**config.mk**
```make
export PLATFORM = sky130hd
export DESIGN_NAME = dmem_port_arbiter
export DESIGN_NICKNAME = d
export VERILOG_FILES = /design/src/rtl/dmem_port_arbiter.sv
export SDC_FILE = /design/constraint.sdc
export NUM_CORES = 1
export LEC_CHECK = 0
export ABC_CLOCK_PERIOD_IN_PS = 1600
export BUFFER_PORTS_ARGS = -buffer_cell sky130_fd_sc_hd__buf_2
export CAP_MARGIN = 20
export CORE_AREA = 2 2 116 118
export DETAILED_ROUTE_END_ITERATION = 12
export DIE_AREA = 0 0 118 120
export PLACE_DENSITY_LB_ADDON = 0.2
export REMOVE_ABC_BUFFERS = 1
export SLEW_MARGIN = 20
export SYNTH_ARGS = -nofsm -noshare
export SYNTH_HDL_FRONTEND = slang
export SYNTH_SLANG_ARGS = --single-unit
```
**constraint.sdc**
```tcl
create_clock -name clk -period 1.6 [get_ports clk]
set_clock_uncertainty 0.05 [all_clocks]
set_input_delay 0.08 -clock clk [delete_from_list [all_inputs] [get_ports clk]]
set_output_delay 0.08 -clock clk [all_outputs]
set_load 0.05 [all_outputs]
```
**src/rtl/dmem_port_arbiter.sv**
```systemverilog
// -----------------------------------------------------------------------------
// dmem_port_arbiter
//
// Shares the single-port data memory between the pipeline memory stage (core)
// and a secondary bus master (DMA / program loader).
//
// The core owns the port by default and gets zero-latency access. The DMA is
// handed the port in bounded bursts. A handoff to the DMA happens either when
// the core is idle, or when the core has held the port against a waiting DMA
// for STARVE_LIMIT consecutive cycles. While the DMA owns the port, the
// pipeline is frozen through core_stall.
//
// Ports
//   clk, rst          clock, asynchronous active-low reset
//   core_req/we       memory-stage access and store enable
//   core_addr/wdata   memory-stage address and store data
//   core_rdata        load data (combinational from mem_rd)
//   core_stall        core access not serviced this cycle
//   dma_req/we/last   DMA request, write enable, final beat of burst
//   dma_addr/wdata    DMA address and write data
//   dma_gnt           DMA access accepted this cycle
//   dma_rdata/rvalid  registered DMA read data and its one-cycle valid pulse
//   mem_a/wd/we       memory address, write data, write enable
//   mem_rd            memory combinational read data
//   owner             0 = core owns the port, 1 = DMA owns the port
// -----------------------------------------------------------------------------
module dmem_port_arbiter #(
    parameter int ADDR_W       = 32,
    parameter int DATA_W       = 32,
    parameter int STARVE_LIMIT = 4,
    parameter int MAX_BURST    = 8
) (
    input  logic              clk,
    input  logic              rst,
    input  logic              core_req,
    input  logic              core_we,
    input  logic [ADDR_W-1:0] core_addr,
    input  logic [DATA_W-1:0] core_wdata,
    output logic [DATA_W-1:0] core_rdata,
    output logic              core_stall,
    input  logic              dma_req,
    input  logic              dma_we,
    input  logic [ADDR_W-1:0] dma_addr,
    input  logic [DATA_W-1:0] dma_wdata,
    input  logic              dma_last,
    output logic              dma_gnt,
    output logic [DATA_W-1:0] dma_rdata,
    output logic              dma_rvalid,
    output logic [ADDR_W-1:0] mem_a,
    output logic [DATA_W-1:0] mem_wd,
    output logic              mem_we,
    input  logic [DATA_W-1:0] mem_rd,
    output logic              owner
);

    typedef enum logic [0:0] {
        S_CORE = 1'b0,
        S_DMA  = 1'b1
    } state_t;

    // Counters are 8 bits wide: both limits are legal only up to 255.
    localparam logic [7:0] STARVE_LIMIT_C = 8'(STARVE_LIMIT);
    localparam logic [7:0] BURST_LAST_C   = 8'(MAX_BURST - 1);

    state_t              state_r;
    state_t              state_nxt_s;
    logic [7:0]          starve_cnt_r;
    logic [7:0]          starve_nxt_s;
    logic [7:0]          burst_cnt_r;
    logic [7:0]          burst_nxt_s;
    logic [DATA_W-1:0]   dma_rdata_r;
    logic                dma_rvalid_r;

    logic                mem_we_s;
    logic                dma_gnt_s;
    logic                core_stall_s;
    logic                dma_rd_hit_s;

    // Next-state, counter update and port mux for the two ownership states.
    always_comb begin
        state_nxt_s  = state_r;
        starve_nxt_s = starve_cnt_r;
        burst_nxt_s  = burst_cnt_r;
        mem_a        = core_addr;
        mem_wd       = core_wdata;
        mem_we_s     = 1'b0;
        dma_gnt_s    = 1'b0;
        core_stall_s = 1'b0;

        case (state_r)
            S_CORE: begin
                mem_we_s = core_req & core_we;

                // Count only contended cycles; an absent DMA request resets
                // the starvation history.
                if (!dma_req) begin
                    starve_nxt_s = 8'd0;
                end else if (core_req && (starve_cnt_r != STARVE_LIMIT_C)) begin
                    starve_nxt_s = starve_cnt_r + 8'd1;
                end else begin
                    starve_nxt_s = starve_cnt_r;
                end

                // The core access of this cycle is still serviced; the DMA
                // takes over from the next cycle on.
                if (dma_req && (!core_req || (starve_cnt_r == STARVE_LIMIT_C))) begin
                    state_nxt_s = S_DMA;
                end else begin
                    state_nxt_s = S_CORE;
                end
            end

            S_DMA: begin
                mem_a        = dma_addr;
                mem_wd       = dma_wdata;
                mem_we_s     = dma_req & dma_we;
                dma_gnt_s    = dma_req;
                core_stall_s = core_req;

                if (dma_req) begin
                    burst_nxt_s = burst_cnt_r + 8'd1;
                end else begin
                    burst_nxt_s = burst_cnt_r;
                end

                // With dma_req high the grant is implied, so dma_last and the
                // forced-release count only matter on granted cycles. Both
                // firing together collapse into the same single return.
                if (!dma_req || dma_last || (burst_cnt_r == BURST_LAST_C)) begin
                    state_nxt_s  = S_CORE;
                    burst_nxt_s  = 8'd0;
                    starve_nxt_s = 8'd0;
                end else begin
                    state_nxt_s  = S_DMA;
                end
            end

            default: begin
                state_nxt_s  = S_CORE;
                starve_nxt_s = 8'd0;
                burst_nxt_s  = 8'd0;
            end
        endcase
    end

    // Ownership state and arbitration counters.
    always_ff @(posedge clk or negedge rst) begin
        if (!rst) begin
            state_r      <= S_CORE;
            starve_cnt_r <= 8'd0;
            burst_cnt_r  <= 8'd0;
        end else begin
            state_r      <= state_nxt_s;
            starve_cnt_r <= starve_nxt_s;
            burst_cnt_r  <= burst_nxt_s;
        end
    end

    assign dma_rd_hit_s = dma_gnt_s & ~dma_we;

    // DMA read-return register; data holds between reads, valid is a pulse.
    always_ff @(posedge clk or negedge rst) begin
        if (!rst) begin
            dma_rdata_r  <= {DATA_W{1'b0}};
            dma_rvalid_r <= 1'b0;
        end else if (dma_rd_hit_s) begin
            dma_rdata_r  <= mem_rd;
            dma_rvalid_r <= 1'b1;
        end else begin
            dma_rdata_r  <= dma_rdata_r;
            dma_rvalid_r <= 1'b0;
        end
    end

    // Strobes are gated with reset so nothing reaches the memory or the
    // requesters while reset is held, independent of the inputs.
    assign mem_we     = rst & mem_we_s;
    assign dma_gnt    = rst & dma_gnt_s;
    assign core_stall = rst & core_stall_s;

    assign core_rdata = mem_rd;
    assign dma_rdata  = dma_rdata_r;
    assign dma_rvalid = dma_rvalid_r;
    assign owner      = (state_r == S_DMA);

endmodule

```
==> impl_metrics.tcl <==
set metrics [dict create \
    cts_made_buffers 5 \
    grt_use_total_pct 18.18 \
    tritoncts "done" \
    areaGrowthSynthToFinish_pct 87.97 \
    cts-root-buf "clkbuf_16" \
    cp-end-kind "output port" \
    synth_seq_cells 50 \
    startpoint "owner" \
    rows 42 \
    setup_violations 65 \
    holdWs_ns 0.07545 \
    core_area_sq_mm 0.01298 \
    synthArstFlopShare_pct 100.0 \
    seq_area_sq_mm 0.001252 \
    drv_slew 0 \
    drc 0 \
    critical_path_class "register to output port" \
    critPathLaunchType "register" \
    wirelength_um 13520 \
    nets 770 \
    slew_headroom_pct 71.68 \
    initial_utilization_pct 24.59 \
    layout_commonest_cell "buf_2" \
    synth_warnings 0 \
    port_buffers 299 \
    top_layer_used "met5" \
    overflow 0 \
    die_h_um 120 \
    wl_met3_um 1029 \
    r2r-start "owner" \
    ys_seq_area_share_pct 39.20 \
    antenna_found_initial 1 \
    rsz0062_at_grt "yes" \
    r2r_setup_slack_ns -0.02 \
    crit_arrival_ns 1.53 \
    place.detailed.hpwl_um 9905 \
    clk_latency_ns 0.29 \
    drive_above_1_share_pct 70.88 \
    required_ns 1.47 \
    antenna_left 0 \
    violations "setup timing" \
    fin_crit_ns 1.665 \
    ys_types 44 \
    place_ws_ns 0.007894 \
    hold_start "dma_last" \
    cts.path.max_buffers 2 \
    mostFrequentLayoutCells "buf_2, buf_6, mux2_2, dfrtp_1, dlygate4sd3_1" \
    hp-class "input port to register" \
    worst_slew_pin_slew_ns 0.4248 \
    status "finished, violations left" \
    utilization_pct 46.22 \
    avgViaCountPerCell 4.453 \
    diodes 0 \
    power_density_mw_per_mm2 1004 \
    synth_ff_type "dfrtp_1" \
    grt_pass1_wl_um 19810 \
    avgSynthCellArea_sq_um 11.65 \
    initialDrtViolationCount 123 \
    wl_met2_um 7084 \
    fp.dieW_um 118 \
    setup_ws_ns -0.06473 \
    syn_area_sq_mm 0.003192 \
    cap_violations 0 \
    cp_max_fo 17 \
    htree_num_levels 2 \
    p_total_mw 6.026 \
    ios 300 \
    postSynthCellCount 274 \
    vdd_drop_max_mv 0.3805 \
    gp_congestion 0.8263 \
    first_global_vias 3536 \
    grt_max_degree 34 \
    firstDrtPassIters 4 \
    fmax_ghz 0.6007 \
    cts_sinks 50 \
    num_vias 3460 \
    synth_edf_count 0 \
    dieArea_sq_mm 0.01416 \
    leakage_nw 3.039 \
    n_fill_cell 1214 \
    met1Wirelength_um 5056 \
    multi_input_area_sq_mm 0.001743 \
    cts.clk_slew.worst_paths_ns 0.07 \
    hold_viol 0 \
    period_share_pct 104.0 \
    wl_per_cell_um 17.40 \
]
## repair_timing
item                       CTS  global route
pin swaps                    1            13
setup endpoints to repair   65            97
setup buffers                3             3
resized for setup          138            28
gates cloned                 3             1
hold endpoints to repair    81             1
hold buffers                32             1
## flip-flops by register name (all words and copies together), names as in the netlist
register	flops
starve_cnt_r	8
burst_cnt_r	8
dma_rdata	32
dma_rvalid	1
owner	1
## cell usage after synthesis (all sizes together) (2+ instances only)
library cell	number	share of area [%]
buf	45	10
a22o	2	0.55
ha	3	1.2
inv	5	0.59
o21ai	11	1.8
a21o	2	0.47
nor4	2	0.59
xnor2	2	0.55
a21oi	5	0.78
dfrtp	50	39
nand2b	2	0.39
mux2	96	34
nor2	4	0.55
nand3	6	0.94
and3	5	0.98
nand2	9	1.1
a31oi	4	0.78
nand3b	2	0.47
a211o	2	0.59
## per-stage QoR
step | instance area, sq um | std cells | TNS, ns
floorplan | 2873 | 229 | -187.79
global placement | 4801 | 726 | 0
detailed placement | 4801 | 726 | 0
CTS | 5818 | 772 | -3.641
global route | 6000 | 777 | -6.507
finish | 6000 | 777 | -2.848
## per-layer routing
| layer | GRT usage [%] | up-vias |
|---|---|---|
| met2 | 33.87 | 200 |
| met1 | 19.83 | 1621 |
| li1 | - | 1620 |
| met5 | 0 | - |
| met3 | 4.800 | 17 |
| met4 | 6.401 | 2 |
## power by group
part	switching [mW]	leakage [nW]	total, mW	internal (mW)
sequential	0.105	0.630	1.62	1.51
clock	0.509	0.0759	1.11	0.597
combinational	2.18	2.33	3.30	1.13
## logic make-up (layout without fill, tap and decap cells)
logic type	after synthesis	count (layout)	share of synthesized area, %
xor gates and xnor gates	3	3	0.8234
adders and majority gates	3	3	1.176
DFF	50	50	39.20
and+or+nand+nor	38	38	6.978
AOI/OAI and AO/OA	33	33	7.056
muxes	97	97	34.18
buffers and inverters	50	377	10.58
## critical path, cell delays in order, from the launching register on
cell	delay, ns
dfrtp_2	0.40
buf_4	0.13
buf_12	0.16
mux2_2	0.38
buf_6	0.16
## layout make-up
type	count	share of cell area (%)
well taps	176	3.670
flip-flops and latches	50	20.88
clock buffers	5	2.086
clock inverters	3	0.4797
inverters	5	0.3128
repair buffers	364	43.52
multi-input cells	174	29.05
## final timing paths
check	end	cells after the start
worst min-delay path	burst_cnt_r[2]	3
max in group asynchronous	dma_rdata[13]	3
worst min register to register	dma_rdata[19]	1
worst max-delay path	mem_wd[18]	4
min in group asynchronous	burst_cnt_r[5]	2
worst max register to register	starve_cnt_r[2]	6
Power figures use the tool's default switching activity.
